===== config.mk =====
export PLATFORM = sky130hd
export DESIGN_NAME = irq_f2p_sched
export DESIGN_NICKNAME = d
export VERILOG_FILES = /design/src/rtl/irq_f2p_sched.sv
export SDC_FILE = /design/constraint.sdc
export NUM_CORES = 1
export LEC_CHECK = 0
export CORE_UTILIZATION = 45
export CTS_CLUSTER_SIZE = 8
export DETAILED_ROUTE_END_ITERATION = 10
export PLACE_DENSITY_LB_ADDON = 0.12
export SLEW_MARGIN = 10
export SYNTH_ARGS = -nofsm -noshare
export SYNTH_HDL_FRONTEND = slang
export SYNTH_SLANG_ARGS = --single-unit

===== constraint.sdc =====
create_clock -name clk100_fclk0 -period 1.9 [get_ports clk100_fclk0]
set_input_delay 0.57 -clock clk100_fclk0 [delete_from_list [all_inputs] [get_ports clk100_fclk0]]
set_output_delay 0.57 -clock clk100_fclk0 [all_outputs]
set_load 0.01 [all_outputs]

===== src/rtl/irq_f2p_sched.sv =====
`default_nettype none
// ============================================================================
//  Module   : irq_f2p_sched
//  Purpose  : Rate-limited round-robin scheduler that turns per-source request
//             pulses into paced PL->PS interrupts on IRQ_F2P[0] (level line)
//             and IRQ_F2P[1] (edge line). Each grant holds its line high for
//             HOLD_CYC cycles, then forces GAP_CYC all-low cycles before the
//             next grant may be issued.
//  Options  : define IRQ_F2P_SCHED_CNT_EN to add the per-source saturating
//             16-bit grant counters on output grant_cnt.
//  Revision : 1.0 - initial release
// ============================================================================
module irq_f2p_sched #(
  parameter int               N_SRC    = 4,
  parameter logic [N_SRC-1:0] SRC_EDGE = 4'b1100,
  parameter int               HOLD_CYC = 256,
  parameter int               GAP_CYC  = 25600
) (
  input  logic                 clk100_fclk0,
  input  logic                 rst_n,
  input  logic [N_SRC-1:0]     req,
  input  logic                 ovf_clr,
  output logic                 irq_f2p0,
  output logic                 irq_f2p1,
  output logic [N_SRC-1:0]     pending,
  output logic [N_SRC-1:0]     overflow,
  output logic                 busy,
`ifdef IRQ_F2P_SCHED_CNT_EN
  output logic [N_SRC*16-1:0]  grant_cnt,
`endif
  output logic [2:0]           grant_id
);

  // One shared down-counter serves both the hold and the gap phase, so it is
  // sized for the longer of the two.
  localparam int                 c_cnt_max  = (HOLD_CYC > GAP_CYC) ? HOLD_CYC : GAP_CYC;
  localparam int                 c_cnt_w    = $clog2(c_cnt_max + 1);
  localparam logic [c_cnt_w-1:0] c_hold_load = c_cnt_w'(HOLD_CYC - 1);
  localparam logic [c_cnt_w-1:0] c_gap_load  = c_cnt_w'(GAP_CYC - 1);
  localparam logic [c_cnt_w-1:0] c_cnt_one   = c_cnt_w'(1);
  localparam logic [2:0]         c_last_src  = 3'(N_SRC - 1);

  typedef enum logic [1:0] {
    IDLE   = 2'd0,
    ASSERT = 2'd1,
    GAP    = 2'd2
  } state_t;

  // Registered state
  state_t               r_state;
  logic [c_cnt_w-1:0]   r_cnt;
  logic                 r_irq0;
  logic                 r_irq1;
  logic                 r_busy;
  logic [N_SRC-1:0]     r_pending;
  logic [N_SRC-1:0]     r_overflow;
  logic [2:0]           r_grant_id;

  // Combinational next-state / arbitration results
  state_t               w_state_d;
  logic [c_cnt_w-1:0]   w_cnt_d;
  logic                 w_irq0_d;
  logic                 w_irq1_d;
  logic                 w_fire;
  logic [2:0]           w_start;
  logic                 w_found;
  logic [N_SRC-1:0]     w_grant_oh;
  logic [2:0]           w_grant_idx;
  logic                 w_edge_sel;
  logic [N_SRC-1:0]     w_grant_mask;
  logic [N_SRC-1:0]     w_new_ovf;
  logic [N_SRC-1:0]     w_pending_d;
  logic [N_SRC-1:0]     w_overflow_d;

  // Round-robin pick: scan from the slot after the last grant up to the top,
  // then wrap and scan from source 0 up to (but excluding) the start slot.
  always_comb begin
    w_start     = (r_grant_id >= c_last_src) ? 3'd0 : r_grant_id + 3'd1;
    w_found     = 1'b0;
    w_grant_oh  = '0;
    w_grant_idx = 3'd0;
    for (int i = 0; i < N_SRC; i++) begin
      if (!w_found && r_pending[i] && (3'(i) >= w_start)) begin
        w_found       = 1'b1;
        w_grant_oh[i] = 1'b1;
        w_grant_idx   = 3'(i);
      end
    end
    for (int i = 0; i < N_SRC; i++) begin
      if (!w_found && r_pending[i] && (3'(i) < w_start)) begin
        w_found       = 1'b1;
        w_grant_oh[i] = 1'b1;
        w_grant_idx   = 3'(i);
      end
    end
  end

  // Line selection for the picked source: 1 -> edge line, 0 -> level line.
  assign w_edge_sel = |(w_grant_oh & SRC_EDGE);

  // FSM next-state, counter and IRQ-line next values.
  always_comb begin
    w_state_d = r_state;
    w_cnt_d   = r_cnt;
    w_irq0_d  = r_irq0;
    w_irq1_d  = r_irq1;
    w_fire    = 1'b0;
    case (r_state)
      IDLE: begin
        if (w_found) begin
          w_state_d = ASSERT;
          w_cnt_d   = c_hold_load;
          w_fire    = 1'b1;
          w_irq0_d  = ~w_edge_sel;
          w_irq1_d  = w_edge_sel;
        end
      end
      ASSERT: begin
        if (r_cnt == '0) begin
          w_state_d = GAP;
          w_cnt_d   = c_gap_load;
          w_irq0_d  = 1'b0;
          w_irq1_d  = 1'b0;
        end else begin
          w_cnt_d = r_cnt - c_cnt_one;
        end
      end
      GAP: begin
        if (r_cnt == '0) begin
          w_state_d = IDLE;
        end else begin
          w_cnt_d = r_cnt - c_cnt_one;
        end
      end
      default: begin
        w_state_d = IDLE;
        w_cnt_d   = '0;
        w_irq0_d  = 1'b0;
        w_irq1_d  = 1'b0;
      end
    endcase
  end

  // Request bookkeeping: a grant consumes the pending bit, but a request on
  // the very same edge re-arms it without counting as an overflow.
  always_comb begin
    w_grant_mask = w_fire ? w_grant_oh : '0;
    w_new_ovf    = req & r_pending & ~w_grant_mask;
    w_pending_d  = (r_pending & ~w_grant_mask) | req;
    w_overflow_d = (ovf_clr ? '0 : r_overflow) | w_new_ovf;
  end

  // FSM state register.
  always_ff @(posedge clk100_fclk0 or negedge rst_n) begin
    if (!rst_n) begin
      r_state <= IDLE;
    end else begin
      r_state <= w_state_d;
    end
  end

  // Counter, registered outputs and request/overflow flags.
  always_ff @(posedge clk100_fclk0 or negedge rst_n) begin
    if (!rst_n) begin
      r_cnt      <= '0;
      r_irq0     <= 1'b0;
      r_irq1     <= 1'b0;
      r_busy     <= 1'b0;
      r_pending  <= '0;
      r_overflow <= '0;
      r_grant_id <= c_last_src;
    end else begin
      r_cnt      <= w_cnt_d;
      r_irq0     <= w_irq0_d;
      r_irq1     <= w_irq1_d;
      r_busy     <= (w_state_d != IDLE);
      r_pending  <= w_pending_d;
      r_overflow <= w_overflow_d;
      if (w_fire) begin
        r_grant_id <= w_grant_idx;
      end
    end
  end

`ifdef IRQ_F2P_SCHED_CNT_EN
  generate
    for (genvar gi = 0; gi < N_SRC; gi++) begin : g_grant_cnt
      logic [15:0] r_gcnt;

      // Per-source grant tally, sticks at all-ones instead of wrapping.
      always_ff @(posedge clk100_fclk0 or negedge rst_n) begin
        if (!rst_n) begin
          r_gcnt <= 16'd0;
        end else if (w_grant_mask[gi] && (r_gcnt != 16'hFFFF)) begin
          r_gcnt <= r_gcnt + 16'd1;
        end
      end

      assign grant_cnt[gi*16 +: 16] = r_gcnt;
    end
  endgenerate
`endif

  assign irq_f2p0 = r_irq0;
  assign irq_f2p1 = r_irq1;
  assign pending  = r_pending;
  assign overflow = r_overflow;
  assign busy     = r_busy;
  assign grant_id = r_grant_id;

endmodule
`default_nettype wire

==> impl_results.md <==
- Clock Latency Late Sink: 0.28 ns
- Vias in the first global route: 1772
- RSZ-0062 raised after global routing: true
- Remaining global-route overflow: 0
- WL per Instance: 17.0 um
- Row cnt: 22
- Highest clock rate: 0.541 GHz
- Worst Path Max Fanout: 4
- Total negative slack: 0 ns
- Largest net degree at the start of global routing: 31
- Hold EP: irq_f2p1$_DFFE_PN0P_
- Tmin final: 1.85 ns
- Iteration-0 DRC count of the detailed router: 177
- Layout area overhead: 33.4%
- Clock-pin slew on the worst setup and hold paths: 0.07 ns
- Critical path's largest stage delay: 0.55 ns
- Final Core Density: 64.9%
- Combinational family with the most area after synthesis: compound AO/OA/AOI/OAI gates
- First-pass GRT wire length: 8.16 mm
- Cell Area, Placed: 0.00224 sq mm
- Worst Hold Launch: irq_f2p1$_DFFE_PN0P_
- Status: completed
- Crit path kind: reg -> reg
- Setup slack, reg-to-reg: 0.05 ns
- Finished Cell Area: 0.00245 sq mm
- Max VDD drop: 0.401 mV
- Final wirelength: 5.05 mm
- Die height: 65.8 um
- Port bufs: 19
- Power Dens Cells: 531 mW/mm^2
- CTS Buf Count: 5
- CTS tree: yes
- Clock skew: 0.00374 ns
- Reg2reg start: pending[1]$_DFF_PN0_
- Die area: 0.00434 sq mm
- Worst EP arrival: 2.02 ns
- Adder-Cell Fraction of Synth Area: 2.73%
- Synth Instances: 200
- Sequential share of the synthesized area: 41.1%
- Num Clock Sinks: 30
- Netlist cell types: 52
- Seq cells post-synth: 30
- Synth Net Count: 211
- GP Congestion: 0.910
- Crit end category: flip-flop
- Final net count: 259
- Core Box Area: 0.00377 sq mm
- CP Cell Sequence: or4_4 -> or2_4 -> nand4_1 -> o21ai_1 -> a222oi_1
- Hpwl dp: 3.51 mm
- Synth Area in Simple Gates: 23.1%
- Highest-count cells in the layout ignoring fill and taps: 31 x buf_4, 27 x dfrtp_1, 17 x nand2_1, 17 x a21oi_1, 13 x clkdlybuf4s50_1
- Root Buffer: clkbuf_8
- Routed vias: 1834
- Post-synthesis mux area share: 0%
- Post-route ant nets: 0
- Share of cells above drive strength 1: 26.5%
- Min Hold Slack: 0.498 ns
- CP max stage cell: or4_4
- Initial Utilization: 48.6%
- Die X: 65.8 um
- CTS H-Tree Depth: 2
- Ys async rst share: 100%
- Worst R2R Path Depth: 5
- Vias per cell: 6.18
- Final setup vio count: 0
- Hold Buf Count CTS: 0
- Maximum clock insertion buffer count: 2
- Hold Crit Class: reg -> reg
- Yosys warnings: 0
- Synth Area in Compound Gates: 27.1%
- Hold depth: 1
- Fin. max-slew vios: 0
- Synth Area in XOR/XNOR: 0%
- EDFF count, synth: 0
- Power, Total: 1.30 mW
- Top_reg_cell synth: dfrtp_1
- Max Cap Viol: 0
- Gr usage total: 25.1%
- Pre-antenna DRT Iters: 5
- Mapped Avg Cell Area: 9.17 sq um
- P_leak: 1.01 nW
- Antenna cells: 0
- Commonest non-fill, non-tap cell in the layout: buf_4
- Final hold viol count: 0
- Initial antenna violation count: 0
- Mapped cell area: 0.00183 sq mm
- DRC Markers: 0
- Nature of the critical path startpoint: flip-flop
- Critical path required time: 2.07 ns
- End of the worst register-to-register path: r_cnt[8]$_DFFE_PN0P_
- Tcrit/Tclk final: 97.3%
- IO Pins: 21
timing repair:
| item | 4_1_cts | 5_1_grt |
|---|---|---|
| hold endpoints to repair | 0 | 0 |
| cloned | 0 | 0 |
| endpoints found under the setup margin | 8 | 17 |
| pin swaps | 0 | 3 |
| setup buffers | 0 | 3 |
| resized for setup | 9 | 15 |
metrics by stage:
step                std cells  setup slack, ns
CTS                       294          0.00578
floorplan                 200          -0.0557
detailed placement        286          -0.0928
global placement          286          -0.0433
finish                    297           0.0521
global route              297          -0.0263
how the worst max path moves through the flow:
stage | from | to | cells past startpoint
finish | pending[1]$_DFF_PN0_ | r_cnt[8]$_DFFE_PN0P_ | 5
global route | pending[0]$_DFF_PN0_ | r_cnt[8]$_DFFE_PN0P_ | 5
CTS | r_cnt[0]$_DFFE_PN0P_ | r_cnt[8]$_DFFE_PN0P_ | 7
detailed placement | r_cnt[1]$_DFFE_PN0P_ | r_cnt[8]$_DFFE_PN0P_ | 7
global placement | r_cnt[1]$_DFFE_PN0P_ | r_cnt[8]$_DFFE_PN0P_ | 7
floorplan | pending[0]$_DFF_PN0_ | r_cnt[8]$_DFFE_PN0P_ | 7
registers in the layout, indices dropped and copies added, names as in the netlist:
signal and cells:
busy 1, grant_id 2, irq_f2p0 1, irq_f2p1 1
overflow 4, pending 4, r_cnt 15, r_state 2
logic make-up after synthesis:
family          after synthesis
flops                        30
compound gates               72
simple gates                 72
buf+inv                      21
fa+ha+maj                     4
other cells                   1
final cells by class:
| cell class | instances | area [sq um] |
|---|---|---|
| Clock buffer | 7 | 86.3 |
| Timing Repair Buffer | 51 | 434 |
| Fill cell | 306 | 1330 |
| Clock inverter | 1 | 5.00 |
| Tap cell | 48 | 60.1 |
| Multi-Input combinational cell | 149 | 1060 |
| Inverter | 11 | 41.3 |
| Sequential cell | 30 | 754 |
worst max-delay path: cells and delay by family (launching register included):
| kind | cells | cell delay, ns |
|---|---|---|
| AOI/OAI and AO/OA | 2 | 0.40 |
| and+or+nand+nor | 3 | 0.94 |
| DFF | 1 | 0.40 |
where the power goes:
part	total (mW)	leakage [nW]	switching, mW	internal, mW
Sequential	0.659	0.332	0.00738	0.651
Combinational	0.0978	0.634	0.0487	0.0491
Clock	0.543	0.0482	0.251	0.292
Yosys cell counts, types with 2 or more instances:
master / n / area (sq um)
a21o_1: 5 / 37.5
a21oi_1: 18 / 90.1
a311oi_1: 2 / 17.5
a31oi_1: 5 / 31.3
a41oi_1: 2 / 17.5
and3_1: 2 / 12.5
buf_2: 3 / 15.0
buf_4: 2 / 15.0
buf_6: 2 / 22.5
clkbuf_1: 2 / 7.51
dfrtp_1: 28 / 701
dfstp_2: 2 / 52.6
ha_1: 4 / 50.1
inv_1: 11 / 41.3
nand2_1: 17 / 63.8
nand2b_1: 5 / 31.3
nand3_1: 8 / 40.0
nand4_1: 2 / 12.5
nor2_1: 13 / 48.8
nor2b_1: 4 / 25.0
nor3_1: 5 / 25.0
nor4_1: 5 / 31.3
nor4_4: 3 / 63.8
o21a_1: 2 / 15.0
o21ai_0: 11 / 55.1
o21ai_1: 4 / 20.0
o22ai_1: 4 / 25.0
o31ai_1: 3 / 22.5
or2_1: 3 / 18.8
routing by layer:
metal	vias up	part of all wire, %	global-route usage (%)
met3	6	6.6	4.83
met5	-	0	0
li1	845	-	-
met4	0	1.0	11.4
met2	73	51	42.3
met1	910	42	30.7
(Power assumes the default switching activity.)
